File: config.mk
export PLATFORM = sky130hd
export DESIGN_NAME = lcd_dual_view
export DESIGN_NICKNAME = d
export VERILOG_FILES = /design/src/rtl/lcd_dual_view_pkg.sv /design/src/rtl/lcd_dual_view_rgb2gray_pipe.sv /design/src/rtl/lcd_dual_view.sv
export SDC_FILE = /design/constraint.sdc
export NUM_CORES = 1
export LEC_CHECK = 0
export CORE_UTILIZATION = 40
export CTS_BUF_LIST = sky130_fd_sc_hd__clkbuf_4
export DETAILED_ROUTE_END_ITERATION = 6
export PLACE_DENSITY = 0.68
export SKIP_CTS_REPAIR_TIMING = 1
export SLEW_MARGIN = 30
export SYNTH_ARGS = -nofsm -noshare
export SYNTH_HDL_FRONTEND = slang
export SYNTH_SLANG_ARGS = --single-unit
File: constraint.sdc
create_clock -name lcd_pclk -period 4.91 [get_ports lcd_pclk]
set_input_delay 1.2275 -clock lcd_pclk [delete_from_list [all_inputs] [get_ports lcd_pclk]]
set_output_delay 1.2275 -clock lcd_pclk [all_outputs]
set_load 0.005 [all_outputs]
File: src/rtl/lcd_dual_view_pkg.sv
// Shared definitions for the dual-view LCD stage: window-B modes, region tags
// and the fixed-point luma coefficients used by the gray pipeline.
package lcd_dual_view_pkg;

    typedef enum logic [1:0] {
        MODE_PASS = 2'd0,
        MODE_GRAY = 2'd1,
        MODE_BIN  = 2'd2,
        MODE_INV  = 2'd3
    } view_mode_t;

    typedef enum logic [1:0] {
        TAG_BG = 2'd0,
        TAG_A  = 2'd1,
        TAG_B  = 2'd2
    } region_tag_t;

    // Coefficients sum to 255, so the shifted result never exceeds 254.
    localparam logic [7:0] GRAY_COEF_R = 8'd76;
    localparam logic [7:0] GRAY_COEF_G = 8'd150;
    localparam logic [7:0] GRAY_COEF_B = 8'd29;
    localparam int         GRAY_SHIFT  = 8;

endpackage

File: src/rtl/lcd_dual_view_rgb2gray_pipe.sv
// Two-stage RGB888 to 8-bit gray calculator that carries the raw pixel
// alongside, so later filters can choose between colour and luma.
module rgb2gray_pipe
    import lcd_dual_view_pkg::*;
(
    input  logic        lcd_pclk,
    input  logic        rst_n,
    input  logic [23:0] rgb_in,
    output logic [23:0] rgb_out,
    output logic [7:0]  gray_out
);

    logic [15:0] prod_r;
    logic [15:0] prod_g;
    logic [15:0] prod_b;
    logic [23:0] rgb_p1;
    logic [17:0] gray_sum;

    assign gray_sum = {2'b00, prod_r} + {2'b00, prod_g} + {2'b00, prod_b};

    always_ff @(posedge lcd_pclk or negedge rst_n) begin
        if (!rst_n) begin
            prod_r   <= '0;
            prod_g   <= '0;
            prod_b   <= '0;
            rgb_p1   <= '0;
            rgb_out  <= '0;
            gray_out <= '0;
        end else begin
            prod_r   <= {8'd0, rgb_in[23:16]} * {8'd0, GRAY_COEF_R};
            prod_g   <= {8'd0, rgb_in[15:8]}  * {8'd0, GRAY_COEF_G};
            prod_b   <= {8'd0, rgb_in[7:0]}   * {8'd0, GRAY_COEF_B};
            rgb_p1   <= rgb_in;
            rgb_out  <= rgb_p1;
            gray_out <= 8'(gray_sum >> GRAY_SHIFT);
        end
    end

endmodule

File: src/rtl/lcd_dual_view.sv
// Shows one ROM image twice per frame: original in window A, a per-frame
// selectable processed copy in window B. Latency is ROM_LAT+4 pixel clocks.
module lcd_dual_view
    import lcd_dual_view_pkg::*;
#(
    parameter int          PIC_XA   = 2,
    parameter int          PIC_XB   = 302,
    parameter int          PIC_Y0   = 0,
    parameter int          PIC_W    = 250,
    parameter int          PIC_H    = 250,
    parameter int          ADDR_W   = 16,
    parameter int          ROM_LAT  = 1,
    parameter logic [23:0] BG_COLOR = 24'hFFFFFF
) (
    input  logic              lcd_pclk,
    input  logic              rst_n,
    input  logic [10:0]       pixel_xpos,
    input  logic [10:0]       pixel_ypos,
    input  logic [1:0]        mode,
    input  logic [7:0]        thresh,
    output logic [ADDR_W-1:0] rom_addr,
    input  logic [23:0]       rom_rd_data,
    output logic [1:0]        frame_mode,
    output logic [23:0]       pixel_data
);

    // Tag must line up with the gray pipe output: 1 address + ROM_LAT + 2 stages.
    localparam int TAG_DEPTH = ROM_LAT + 3;

    int                xi;
    int                yi;
    int                col_i;
    logic              in_y;
    logic              in_a;
    logic              in_b;
    logic              frame_start;
    logic              row_end;
    region_tag_t       region;
    logic [ADDR_W-1:0] row_base;
    logic [ADDR_W-1:0] row_base_eff;
    logic [7:0]        thresh_lat;
    region_tag_t       tag_pipe [TAG_DEPTH];
    region_tag_t       tag_out;
    logic [23:0]       rgb_p2;
    logic [7:0]        gray_p2;

    assign xi          = {21'd0, pixel_xpos};
    assign yi          = {21'd0, pixel_ypos};
    assign in_y        = (yi >= PIC_Y0) && (yi < PIC_Y0 + PIC_H);
    assign in_a        = in_y && (xi >= PIC_XA) && (xi < PIC_XA + PIC_W);
    assign in_b        = in_y && (xi >= PIC_XB) && (xi < PIC_XB + PIC_W);
    assign frame_start = (pixel_xpos == 11'd0) && (pixel_ypos == 11'd0);
    assign row_end     = in_y && (xi == PIC_XB + PIC_W - 1);
    assign region      = in_a ? TAG_A : (in_b ? TAG_B : TAG_BG);
    assign col_i       = in_a ? (xi - PIC_XA) : (xi - PIC_XB);
    assign row_base_eff = frame_start ? '0 : row_base;
    assign tag_out     = tag_pipe[TAG_DEPTH-1];

    // Addressing and the per-frame latch; row_base restarts every frame so a
    // partial frame (e.g. after reset) cannot leave an offset behind.
    always_ff @(posedge lcd_pclk or negedge rst_n) begin
        if (!rst_n) begin
            rom_addr   <= '0;
            row_base   <= '0;
            frame_mode <= MODE_PASS;
            thresh_lat <= '0;
        end else begin
            if (region != TAG_BG) begin
                rom_addr <= row_base_eff + ADDR_W'(col_i);
            end
            if (frame_start) begin
                row_base   <= '0;
                frame_mode <= mode;
                thresh_lat <= thresh;
            end else if (row_end) begin
                row_base <= row_base + ADDR_W'(PIC_W);
            end
        end
    end

    always_ff @(posedge lcd_pclk or negedge rst_n) begin
        if (!rst_n) begin
            for (int i = 0; i < TAG_DEPTH; i++) begin
                tag_pipe[i] <= TAG_BG;
            end
        end else begin
            tag_pipe[0] <= region;
            for (int i = 1; i < TAG_DEPTH; i++) begin
                tag_pipe[i] <= tag_pipe[i-1];
            end
        end
    end

    rgb2gray_pipe u_gray (
        .lcd_pclk (lcd_pclk),
        .rst_n    (rst_n),
        .rgb_in   (rom_rd_data),
        .rgb_out  (rgb_p2),
        .gray_out (gray_p2)
    );

    always_ff @(posedge lcd_pclk or negedge rst_n) begin
        if (!rst_n) begin
            pixel_data <= BG_COLOR;
        end else begin
            case (tag_out)
                TAG_A: pixel_data <= rgb_p2;
                TAG_B: begin
                    case (view_mode_t'(frame_mode))
                        MODE_PASS: pixel_data <= rgb_p2;
                        MODE_GRAY: pixel_data <= {3{gray_p2}};
                        MODE_BIN:  pixel_data <= (gray_p2 >= thresh_lat) ? 24'hFFFFFF : 24'h000000;
                        default:   pixel_data <= {3{~gray_p2}};
                    endcase
                end
                default: pixel_data <= BG_COLOR;
            endcase
        end
    end

endmodule

== After elaboration in Yosys (flattened, before gate mapping) ==
Cells that the tools add are included.
Operators by class
  add/sub/neg operators: 6
  multiply operators: 3
  magnitude comparators: 7
  eq/ne operators: 5
  muxes and demuxes: 9
  bitwise logic cells: 1
  reductions and logical operators: 12
Operators by type and width (count)
  $pmux 24 s3: 1
  $mux 16: 4
  $pmux 24 s2: 1
  $mul 8x5->13 const B: 2
  $mux 24: 1
  $logic_not 11->1: 2
  $lt 11x8->1 const B: 2
  $add 15x16->16: 1
  $add 16x13->16: 1
  $add 16x16->16: 1
  $add 16x8->16 const B: 1
  $mul 8x7->15 const B: 1
  $sub 11x2->12 const B: 1
  $sub 11x9->12 const B: 1
  $eq 11x11->1 const B: 1
  $ge 11x1->1 const B: 1
  $ge 11x2->1 const B: 1
  $ge 11x9->1 const B: 1
  $lt 11x10->1 const B: 1
  $ge 8x8->1: 1
  $not 8->8: 1
  $logic_and 1x1->1: 7
  $eq 2x1->1 const B: 2
  $eq 2x2->1 const B: 2
  other kinds (3): 5
Storage, ports and cells
  flip-flop bits (word level): 171
  output and inout port bits: 42
  word-level logic and storage cells: 58

== Logic depth before layout (Yosys ltp) ==
  depth in word-level cells: 7
  depth in mapped cells: 18
  mapped depth without buffers: 16

== By module ==
Synthesis repeated with hierarchy kept, for this count alone.
Second synthesis, totals
  cell total of the unflattened synthesis: 976
  area total of the unflattened synthesis: 10192.3 um2
Modules (own cells, without submodules)
  rgb2gray_pipe: times used 1, cells each 475, area each 5654.2 um2, seq. area each 2327.2 um2
  lcd_dual_view: times used 1, cells each 501, area each 4538.1 um2, seq. area each 1856.8 um2

== Worst setup path after synthesis ==
OpenSTA, ideal clock, no wires.
  kind: input port to flip-flop
  from: in pixel_xpos[5]
  to: reg rom_addr[14]
  library setup time: 125 ps
  data arrival time: 4549 ps
  data required time: 4785 ps
  path slack: 236 ps
  stages: 16
  cells stage by stage: clkbuf_1 or4_1 or2_2 nor3_1 clkbuf_1 clkbuf_1 nor2b_1 ha_1 clkbuf_1 a21oi_1 o21ai_0 nand2_1 nand3_1 a221oi_1 xnor2_1 mux2_2
Between the ends
  cells in the longest elaborated chain, start to end: 6
Ends and longest elaborated chain
  from (decl): line lcd_dual_view.sv:17  | input logic [10:0] pixel_xpos,
  parallel branches: the longest is 6 deep, another holds $add 16x16->16
  to (signal assigned): line lcd_dual_view.sv:69  | rom_addr <= row_base_eff + ADDR_W'(col_i);
  to (decl): line lcd_dual_view.sv:21  | output logic [ADDR_W-1:0] rom_addr,
Parallel ways; which one is timed is not known.
A chain may end at the register's enable or synchronous reset.

== Final worst setup path ==
  from: in rom_rd_data[2]
  to: reg u_gray.prod_b[12]
Between the ends
  cells in the longest elaborated chain, start to end: 1
Ends and longest elaborated chain
  from (decl): line lcd_dual_view.sv:22  | input logic [23:0] rom_rd_data,
  $mul 8x5->13: line lcd_dual_view_rgb2gray_pipe.sv:32  | prod_b <= {8'd0, rgb_in[7:0]} * {8'd0, GRAY_COEF_B};
  to (signal assigned): line lcd_dual_view_rgb2gray_pipe.sv:32
  to (decl): line lcd_dual_view_rgb2gray_pipe.sv:15  | logic [15:0] prod_b;
Every way passes these cells.

==> impl_metrics.csv <==
group,metric,value,unit
outcome,status,"completed",
clocking,numCtsBuffers,17,
logic_synthesis,synthDistinctLibCells,49,
global_route,use_met3,3.07,%
logic_synthesis,synth_flop_cell,"dfrtp_1",
setup_path,reg2reg_from,"u_gray.prod_b[6]$_DFF_PN0_",
logic_synthesis,ys.warnings.count,0,
global_route,track_usage,17.1,%
setup_path,ff2ff_path_depth,8,
clocking,root_buffer,"clkbuf_4",
finish,nets,1244,
setup_path,reg2reg_to,"u_gray.gray_out[7]$_DFF_PN0_",
setup_path,cp.arrival,4.95,ns
logic_synthesis,ys_seq_elements,166,
clocking,htree_levels,4,
finish,postLayoutCoreUtil,49.0,%
clocking,cts.sinks,166,
route,vias,6640,
timing,worst_hold_slack,0.358,ns
global_route,grt_antenna_before_repair,1,
route,drc_errors,0,
pwr,p_leak,0.00558,uW
floorplanning,fp.dieH,158,um
finish,fillers,2163,
timing,fmax,0.225,GHz
clocking,clk_latency,0.57,ns
timing,fin_skew,0.0223,ns
placement,gp_congestion,0.864,
setup_path,startpoint,"rom_rd_data[2]",
job,cap_violations,0,
timing,fin_crit,4.44,ns
route,first_pass_iters,5,
placement,place_inst,1326,
logic_synthesis,syn_area,9690,sq um
setup_path,endpoint,"u_gray.prod_b[12]$_DFF_PN0_",
timing,slew_viol_final,0,
route,drtIter0Drc,342,
global_route,grtUsageMet1,21.6,%
logic_synthesis,syn-num-nets,1110,
global_route,grt_pass1_wl,32.7,mm
min_path,min_path_type,"flip-flop to flip-flop",
finish,instances_no_fill,1359,
clocking,clockBufferDepth,2,
global_route,grt_max_degree,100,
floorplanning,die-width,158,um
logic_synthesis,synth_edf_count,0,
route,wl_per_cell,14.4,um
setup_path,crit_required,5.42,ns
timing,post-route-period-util,90.4,%
logic_synthesis,syn_inst,892,
global_route,grt_pass1_vias,6723,
floorplanning,rows,56,
pwr,cellPowerDensity,373,nW/um^2
finish,drive_above_1_share,11.8,%
setup_path,crit_type,"input pin to flip-flop",
floorplanning,dieArea,24900,sq um
setup_path,rrSetupSlack,2.14,ns
clocking,clk_pin_slew,0.15,ns
timing,rsz0062_at_grt,"no",
logic_synthesis,synth_area_per_cell,10.9,sq um
clocking,cts_tree,"done",
finish,syn2layout_area_growth,19.3,%
route,viasPerCell,4.89,
logic_synthesis,ys_seq_area_share,43.2,%
floorplanning,initial_core_util,41.1,%
timing,setup_viol_count_final,0,
timing,slew_headroom,47.3,%
route,routed_wl,19.6,mm
floorplanning,io_pins,100,
placement,hpwl,15.6,mm
placement,port_buffers,99,
pwr,ir_worst_vdd,273,uV
setup_path,endpoint_kind,"flip-flop",
setup_path,startpoint_type,"input pin",
global_route,use_met2,29.3,%
logic_synthesis,async_reset_ff_share,100,%
timing,worstMarginPinSlew,0.786,ns
global_route,grt.busiest_layer,"met2",
floorplanning,core,23600,sq um
route,ant_nets,0,
timing,finalHoldViolCount,0,
setup_path,cp_max_fo,5,
global_route,grt_overflow,0,
-- kinds of logic after synthesis --
| family | synth area share [%] |
|---|---|
| AO/OA/AOI/OAI | 12.7 |
| buffers and inverters | 4.32 |
| adder cells (fa/ha/maj) | 23.3 |
| AND/OR/NAND/NOR | 9.36 |
| flip-flops | 43.2 |
| multiplexers | 1.24 |
| XOR/XNOR | 5.87 |
| other | 0.0387 |
-- per-layer routing --
metal	up-vias	share of wire (%)
li1	3323	-
met1	3157	46
met2	135	48
met3	25	3.4
met4	0	2.3
met5	-	0
-- metrics by stage --
step                cell area (sq um)  TNS, ns  setup WS (ns)  total power, uW
floorplan                        9690        0          0.236             3040
detailed placement              11300   -0.119         -0.115             3600
CTS                             11600        0          0.527             4380
finish                          11600        0          0.471             4320
global route                    11600        0          0.219             4690
global placement                11300        0         0.0247             3550
-- how the worst min path moves through the flow --
| stage | cells past startpoint | end | start |
|---|---|---|---|
| after floorplan | 0 | tag_out[0]$_DFF_PN0_ | tag_pipe[2]$_DFF_PN0_ |
| after global placement | 0 | u_gray.rgb_out[12]$_DFF_PN0_ | u_gray.rgb_p1[12]$_DFF_PN0_ |
| after detailed placement | 0 | u_gray.rgb_out[11]$_DFF_PN0_ | u_gray.rgb_p1[11]$_DFF_PN0_ |
| after CTS | 0 | u_gray.rgb_out[7]$_DFF_PN0_ | u_gray.rgb_p1[7]$_DFF_PN0_ |
| after global routing | 0 | tag_pipe[4]$_DFF_PN0_ | tag_pipe[6]$_DFF_PN0_ |
| final | 0 | u_gray.rgb_out[7]$_DFF_PN0_ | u_gray.rgb_p1[7]$_DFF_PN0_ |
-- cell usage after synthesis (5+ instances only) --
library cell / n / area share [%]
dfrtp_1: 142 / 37
ha_1: 126 / 16
inv_1: 88 / 3.4
a21oi_1: 64 / 3.3
nor2_1: 54 / 2.1
a21o_1: 46 / 3.6
xnor2_1: 44 / 4.0
o21ai_0: 38 / 2.0
nand2_1: 35 / 1.4
fa_1: 34 / 7.0
dfstp_2: 24 / 6.5
xor2_1: 21 / 1.9
nor2b_1: 17 / 1.1
clkbuf_1: 16 / 0.62
nand3_1: 13 / 0.67
nor3_1: 12 / 0.62
a31o_2: 9 / 0.81
nand2b_1: 9 / 0.58
mux2_2: 8 / 0.93
nand4_1: 7 / 0.45
or2_2: 7 / 0.45
or3_1: 6 / 0.39
a211oi_1: 5 / 0.39
a31oi_1: 5 / 0.32
and3_1: 5 / 0.32
o21a_1: 5 / 0.39
o21bai_1: 5 / 0.39
-- flip-flops by register name, indices dropped and copies added (netlist names) --
name,flops
frame_mode,2
pixel_data,24
rom_addr,16
row_base,15
tag_out,2
tag_pipe,6
thresh_lat,8
u_gray.gray_out,8
u_gray.prod_b,11
u_gray.prod_g,14
u_gray.prod_r,12
u_gray.rgb_out,24
u_gray.rgb_p1,24
-- cell usage in the layout, fill, tap and decap left out, types with 11 or more instances in the layout --
| cell | n |
|---|---|
| nand3_1 | 13 |
| inv_1 | 88 |
| a21oi_1 | 64 |
| buf_4 | 38 |
| ha_1 | 126 |
| clkdlybuf4s50_1 | 98 |
| nor3_1 | 11 |
| a21o_1 | 46 |
| xor2_1 | 21 |
| nor2_1 | 54 |
| dfstp_2 | 24 |
| clkbuf_4 | 18 |
| xnor2_1 | 44 |
| dfrtp_1 | 142 |
| nor2b_1 | 17 |
| nand2_1 | 35 |
| fa_1 | 34 |
| o21ai_0 | 38 |
-- report_power, final --
part,total (uW),internal (uW),switching (uW)
Combinational,1810,895,917
Sequential,1740,1610,135
Clock,767,233,534
Total,4320,2730,1590
-- final cells by class --
| type | count | area [sq um] | share of cell area [%] |
|---|---|---|---|
| clock inverter | 14 | 136 | 1.18 |
| timing repair buffer | 137 | 1280 | 11.1 |
| antenna | 1 | 2.50 | 0.0216 |
| inverter | 89 | 334 | 2.89 |
| clock buffer | 18 | 135 | 1.17 |
| multi-input combinational | 615 | 5100 | 44.1 |
| tap | 319 | 399 | 3.45 |
| sequential | 166 | 4180 | 36.2 |
-- worst max-delay path, stage by stage --
cell and delay (ns):
clkdlybuf4s50_1 0.64, fa_1 0.48, ha_1 0.29, inv_1 0.06, fa_1 0.51, inv_1 0.04, ha_1 0.33, a21oi_1 0.23
o21bai_1 0.11, a2111oi_0 0.56, o31ai_1 0.14, a21oi_1 0.19, xnor2_1 0.13
Power figures use the tool's default switching activity.
